`src/rtl/serial_subtractor_pkg.sv`:
```
// Shared definitions for the digit-serial subtractor: FSM state encodings.
// Latency: n/a (declarations only).
// Backpressure: n/a.
package serial_subtractor_pkg;

    typedef enum logic [1:0] {
        IDLE = 2'd0,
        RUN  = 2'd1,
        DONE = 2'd2
    } state_t;

endpackage

```
`src/rtl/serial_subtractor_cell.sv`:
```
// One-bit full subtractor: d = x - y - bin_i, bo is the borrow out of this bit.
// Latency: combinational.
// Backpressure: none.
module full_sub_cell (
    input  logic x,
    input  logic y,
    input  logic bin_i,
    output logic d,
    output logic bo
);

    assign d  = x ^ y ^ bin_i;
    assign bo = (~x & y) | (~(x ^ y) & bin_i);

endmodule

```
`src/rtl/serial_subtractor.sv`:
```
// Digit-serial subtractor {bout,diff} = a - b - bin, DIGIT bits per clock, LSB first.
// Latency: accepted at edge k -> out_valid in the cycle after edge k+WIDTH/DIGIT.
// Backpressure: start_ready only in IDLE; result held in DONE until out_ready.
module serial_subtractor
    import serial_subtractor_pkg::*;
#(
    parameter int WIDTH = 8,
    parameter int DIGIT = 1
) (
    input  logic             clk,
    input  logic             rst_n,
    input  logic             start_valid,
    output logic             start_ready,
    input  logic [WIDTH-1:0] a,
    input  logic [WIDTH-1:0] b,
    input  logic             bin,
    output logic             out_valid,
    input  logic             out_ready,
    output logic [WIDTH-1:0] diff,
    output logic             bout,
    output logic             zero
);

    localparam int NCYC = WIDTH / DIGIT;
    localparam int CW   = $clog2(NCYC) + 1;
    localparam logic [CW-1:0] LAST_CNT = CW'(NCYC - 1);

    if (WIDTH < 2 || DIGIT < 1 || (WIDTH % DIGIT) != 0) begin : g_bad_params
        $error("serial_subtractor: WIDTH must be >= 2 and divisible by DIGIT");
    end

    state_t           state;
    logic [CW-1:0]    cnt;
    logic [WIDTH-1:0] a_sr;
    logic [WIDTH-1:0] b_sr;
    logic [WIDTH-1:0] diff_sr;
    logic             brw;

    logic [DIGIT-1:0]       chain_d;
    logic [DIGIT:0]         chain_b;
    logic [WIDTH+DIGIT-1:0] diff_cat;
    logic [WIDTH-1:0]       diff_nxt;

    assign chain_b[0] = brw;

    for (genvar i = 0; i < DIGIT; i++) begin : g_cell
        full_sub_cell u_cell (
            .x     (a_sr[i]),
            .y     (b_sr[i]),
            .bin_i (chain_b[i]),
            .d     (chain_d[i]),
            .bo    (chain_b[i+1])
        );
    end

    // New digits enter at the MSB end so the LSB digit lands in place after NCYC shifts.
    assign diff_cat = {chain_d, diff_sr};
    assign diff_nxt = diff_cat[WIDTH+DIGIT-1:DIGIT];

    always_ff @(posedge clk) begin
        if (!rst_n) begin
            state       <= IDLE;
            cnt         <= '0;
            a_sr        <= '0;
            b_sr        <= '0;
            diff_sr     <= '0;
            brw         <= 1'b0;
            diff        <= '0;
            bout        <= 1'b0;
            zero        <= 1'b0;
            out_valid   <= 1'b0;
            start_ready <= 1'b1;
        end else begin
            case (state)
                IDLE: begin
                    if (start_valid) begin
                        a_sr        <= a;
                        b_sr        <= b;
                        brw         <= bin;
                        diff_sr     <= '0;
                        cnt         <= '0;
                        start_ready <= 1'b0;
                        state       <= RUN;
                    end
                end
                RUN: begin
                    a_sr    <= a_sr >> DIGIT;
                    b_sr    <= b_sr >> DIGIT;
                    brw     <= chain_b[DIGIT];
                    diff_sr <= diff_nxt;
                    cnt     <= cnt + CW'(1);
                    if (cnt == LAST_CNT) begin
                        diff      <= diff_nxt;
                        bout      <= chain_b[DIGIT];
                        zero      <= (diff_nxt == '0);
                        out_valid <= 1'b1;
                        state     <= DONE;
                    end
                end
                DONE: begin
                    // start_ready stays low here, so a concurrent start waits one edge.
                    if (out_ready) begin
                        out_valid   <= 1'b0;
                        start_ready <= 1'b1;
                        state       <= IDLE;
                    end
                end
                default: begin
                    out_valid   <= 1'b0;
                    start_ready <= 1'b1;
                    state       <= IDLE;
                end
            endcase
        end
    end

endmodule

```
`config.mk`:
```
export PLATFORM = sky130hd
export DESIGN_NAME = serial_subtractor
export DESIGN_NICKNAME = d
export VERILOG_FILES = /design/src/rtl/serial_subtractor_pkg.sv /design/src/rtl/serial_subtractor_cell.sv /design/src/rtl/serial_subtractor.sv
export SDC_FILE = /design/constraint.sdc
export NUM_CORES = 1
export LEC_CHECK = 0
export ABC_CLOCK_PERIOD_IN_PS = 1500
export CORE_ASPECT_RATIO = 0.6
export CORE_MARGIN = 2
export CORE_UTILIZATION = 45
export CTS_CLUSTER_DIAMETER = 200
export DETAILED_ROUTE_END_ITERATION = 8
export PLACE_DENSITY = 0.68
export SYNTH_ARGS = -nofsm -noshare
export SYNTH_HDL_FRONTEND = slang
export SYNTH_HIERARCHICAL = 1
export SYNTH_SLANG_ARGS = --single-unit
```
`constraint.sdc`:
```
create_clock -name clk -period 1.5 [get_ports clk]
set_input_delay 0.15 -clock clk [delete_from_list [all_inputs] [get_ports clk]]
set_output_delay 0.15 -clock clk [all_outputs]
set_load 0.005 [all_outputs]
```
Yosys cells after proc, flatten, opt, wreduce, memory -nomap -nowiden. Index checks and enable logic that the tools add are counted.

Register bits after elaboration: 43. Bits of input ports: 21. Output and inout bits: 12.

$add $sub $neg: 1. Equality and inequality tests: 6. Muxes and demuxes: 20. Bitwise logic cells: 9. Reduce and logical (&&, ||, !) cells: 8.

Operator list (number): $pmux W8 S2 (3); $mux W8 (3); $reduce_and A3 Y1 (3); $logic_not A8 Y1 (1); $pmux W4 S2 (1); $mux W2 (3); $ne A2 B2 Y1 const B (3); $pmux W1 S3 (2); $pmux W2 S3 (1); $mux W1 (5); $add A4 B1 Y4 const B (1); $eq A4 B3 Y1 const B (1); $mux W4 (1); $not A1 Y1 (4); $reduce_and A2 Y1 (2); $and A1 B1 Y1 (2); $eq A2 B1 Y1 const B (1); $eq A2 B2 Y1 const B (1); $logic_not A2 Y1 (1); $pmux W1 S2 (1); $reduce_bool A2 Y1 (1); $xor A1 B1 Y1 (2); $or A1 B1 Y1 (1).

Depth between registers and ports, before layout.
Depth in word-level cells: 5. Depth in mapped cells: 5.

Hierarchy. The synthesis kept the hierarchy.

Modules (own cells, without submodules): serial_subtractor (times used 1, cells each 196, area each 1771.7 sq um, sequential area each 840.8 sq um); full_sub_cell (times used 1, cells each 4, area each 31.3 sq um, sequential area each 0.0 sq um).

Worst setup path after synthesis. No wires, ideal clock.

Kind: register -> register. From: reg b_sr[0]. To: reg zero. Arrival time: 1.236 ns. Setup slack: 0.193 ns. Cell stages (with the launch flop): 6. Buffers on the path: 0. Clock period less this slack: 1.307 ns. Path through: dfxtp_1 > inv_1 > fa_1 > nor4_1 > nand4b_1 > mux2i_1.

Longest elaborated chain between the ends: 3.

RTL lines: start: declaration (line serial_subtractor.sv:35) `logic [WIDTH-1:0] b_sr;`; start signal: assignment (line serial_subtractor.sv:88) `b_sr <= b_sr >> DIGIT;`; $xor A1 B1 Y1 (2 in series) (line serial_subtractor_cell.sv:12) `assign d = x ^ y ^ bin_i;`; named net chain_d (line serial_subtractor.sv:39) `logic [DIGIT-1:0] chain_d;`; $logic_not A8 Y1 (line serial_subtractor.sv:95) `zero <= (diff_nxt == '0);`; end signal: assignment (line serial_subtractor.sv:95); end: declaration (line serial_subtractor.sv:21) `output logic zero`.

The timed path passes the listed nets, and every way through them passes these cells. A chain may end at the register's enable or synchronous reset.

Worst setup path in the final report. Same ends and word-level chain as after synthesis.

==> impl_metrics.toml <==
[outcome]
outcome = "finished clean"

[die]
fp.dieH_um = 53.0
initial_core_util = 0.482
core_mm2 = 0.00374
die_w_um = 85.7
die_area_mm2 = 0.00455
ios = 33
rows = 17

[grt]
grt_max_degree = 55
overflow = 0
grt_antenna_before_repair = 0
grt_pass1_vias = 1448
grt_pass1_wl_um = 6820
track_usage = 0.197

[logic_synthesis]
synth-simple-area-share = 0.161
synth_xor_area_frac = 0
syn_inst = 200
syn_nets = 223
synth.mux.area_fraction = 0.0611
netlist_area_mm2 = 0.00180
synthArstFlopShare = 0
avgSynthCellArea_um2 = 9.01
yosysSeqAreaShare = 0.466
synth_edf_count = 0
synth_cell_types = 36
synth_adder_area_share = 0.0180
synth_top_family_by_area = "compound AO/OA/AOI/OAI gates"
yosys_warnings = 6
synth_compound_area_frac = 0.233
ys_ff_latch = 42
synth_flop_cell = "dfxtp_1"

[min_path]
hp-class = "reg2reg"
whs_endpoint = "diff[3]"
hold_depth = 2
min_from = "diff[3]"

[critical_path]
cpPeakStageDelay_ns = 0.53
cp_data_arrival_time_ns = 1.68
crit_family = "adder cells"
crit_buf_inv = 1
r2r_slack_ns = 0.04
cp_data_required_time_ns = 1.72
crit_fanout = 3
reg2regPathDepth = 5
start_kind = "register"
crit-reg2reg-launch = "b_sr[0]"
critical_path_class = "reg2reg"
crit_chain = "inv_1 -> fa_1 -> nor4_1 -> nand4b_1 -> mux2i_1"
slowest_stage = "fa_1"
end_kind = "register"
regToRegEndpoint = "zero"

[flow_run]
drv_cap = 0

[sta]
fmax_mhz = 687
fin_tns_setup_ns = 0
rsz0062_at_grt = "false"
whs_ns = 0.453
finalCritPeriodShare = 0.971
slew-limit-headroom = 0.766
drv_slew = 0
worst_slack_ns = 0.0439
period_minus_slack_ns = 1.46
setup_violations = 0
skew_ns = 0.00599
hold_violations = 0
worstMarginPinSlew_ns = 0.350

[power_and_ir_drop]
p_clk_frac = 0.314
power.switching_mw = 0.542
power_frac_seq = 0.554
totalPowerFinal_mw = 2.17
power.leakage_nw = 0.780
internal_power_mw = 1.63
pwr_density_cell_mw_per_mm2 = 959
switching_share = 0.250
p_comb_frac = 0.132
peakVddDrop_v = 0.000488

[finish]
syn_to_final_growth_pct = 25.7
insertedDiodeCount = 0
finalInstanceArea_mm2 = 0.00227
layout.nets = 255
drive_gt1_frac = 0.0819

[placement]
hpwl_um = 2900
io_buffer_count = 32
placed_area_mm2 = 0.00218
pre_cts_slack_ns = 0.0401
place_congestion = 0.794

[cts]
cts_sinks = 42
cts.path.max_buffers = 2
clk_latency_ns = 0.29
cts.clk_slew.worst_paths_ns = 0.08
cts_inserted_buffers = 5
cts_tree = "done"
htree_levels = 2
cts_root_buf = "clkbuf_8"

[routing]
drt_pass1_iterations = 4
num_vias = 1554
vias_per_cell = 5.57
drtIter0Drc = 92
final_antenna_net_count = 0
wl_um = 4160
remaining_drc_errors = 0
routedWlPerCell_um = 14.9
## area by class of cell
class                           instances  area (um^2)
Clock buffer                            7         76.3
Fill cell                             334         1480
Inverter                                5         22.5
Multi-Input combinational cell        137          853
Sequential cell                        42          842
Tap cell                               47         58.8
Timing Repair Buffer                   41          413
## through the flow
step                instances  utilization
finish                    279        0.605
global route              279        0.605
CTS                       278        0.602
detailed placement        271        0.582
global placement          271        0.582
floorplan                 200            -
## worst min-delay path, cell delays in order (launching register included)
cell and delay [ns]:
dfxtp_1 0.31, nand2_1 0.05, mux2i_1 0.05
## cells by family (layout without fill, tap and decap cells)
logic type      count (synthesis)  count (layout)
flops                          42              42
simple gates                   59              59
buf+inv                        21              53
compound gates                 65              65
fa+ha+maj                       2               2
mux                            11              11
## state kept, by name (all words and copies together), names as in the netlist
| signal | count |
|---|---|
| a_sr | 8 |
| b_sr | 8 |
| bout | 1 |
| brw | 1 |
| cnt | 4 |
| diff | 8 |
| diff_sr | 7 |
| out_valid | 1 |
| start_ready | 1 |
| state | 2 |
| zero | 1 |
## how the worst max path moves through the flow
stage	startpoint	endpoint	slack, ns	cells after the start
after floorplan	b_sr[0]	zero	0.19	5
after global placement	b_sr[0]	zero	0.12	5
after detailed placement	start_valid	b_sr[3]	0.04	4
after CTS	state[0]	b_sr[3]	0.04	3
after global routing	b_sr[0]	zero	0.02	5
final	b_sr[0]	zero	0.04	5
## power by group through the flow
stage / sequential [mW] / clock (mW) / combinational, mW
after global routing: 1.21 / 0.743 / 0.320
after CTS: 1.20 / 0.695 / 0.281
after floorplan: 1.21 / 0 / 0.178
final: 1.20 / 0.682 / 0.287
after detailed placement: 1.23 / 0 / 0.279
after global placement: 1.22 / 0 / 0.265
## cells in the mapped netlist, types with 3 or more instances
library cell  count  area, um^2
inv_1             5        18.8
nor2b_1          12        75.1
mux2i_1          11         110
a22oi_1          10        75.1
o21ai_0          16        80.1
nor3_1            3        15.0
clkbuf_1          7        26.3
nor2_1           10        37.5
nand2_1          22        82.6
o2bb2ai_1        10        87.6
o22ai_1           5        31.3
dfxtp_1          42         841
buf_4             5        37.5
a21oi_1          16        80.1
## layer usage
metal / vias to the layer above / part of all wire / track usage
li1: 765 / - / -
met1: 733 / 0.47 / 0.254
met2: 50 / 0.46 / 0.322
met3: 6 / 0.056 / 0.0515
met4: 0 / 0.011 / 0.0767
met5: - / 0 / 0
## repair_timing
item | 4_1_cts | 5_1_grt
setup endpoints to repair | 0 | 25
setup buffers | 0 | 1
hold buffers | 0 | 0
gates resized for setup | 0 | 2
## cells in the final DEF (no fill, tap or decap), drive strengths merged, types with 2 or more instances in the layout
cell type / synthesis / routed
dfxtp: 42 / 42
clkdlybuf4s50: 0 / 32
nand2: 22 / 22
o21ai: 17 / 17
a21oi: 16 / 16
nor2b: 12 / 12
mux2i: 11 / 11
nor2: 11 / 11
a22oi: 10 / 10
o2bb2ai: 10 / 10
buf: 8 / 9
clkbuf: 8 / 7
o22ai: 5 / 5
inv: 5 / 4
nor3: 3 / 3
nand4b: 2 / 2
o21a: 2 / 2
nand3: 2 / 2
Note: power is estimated with default switching activity, not from simulation.
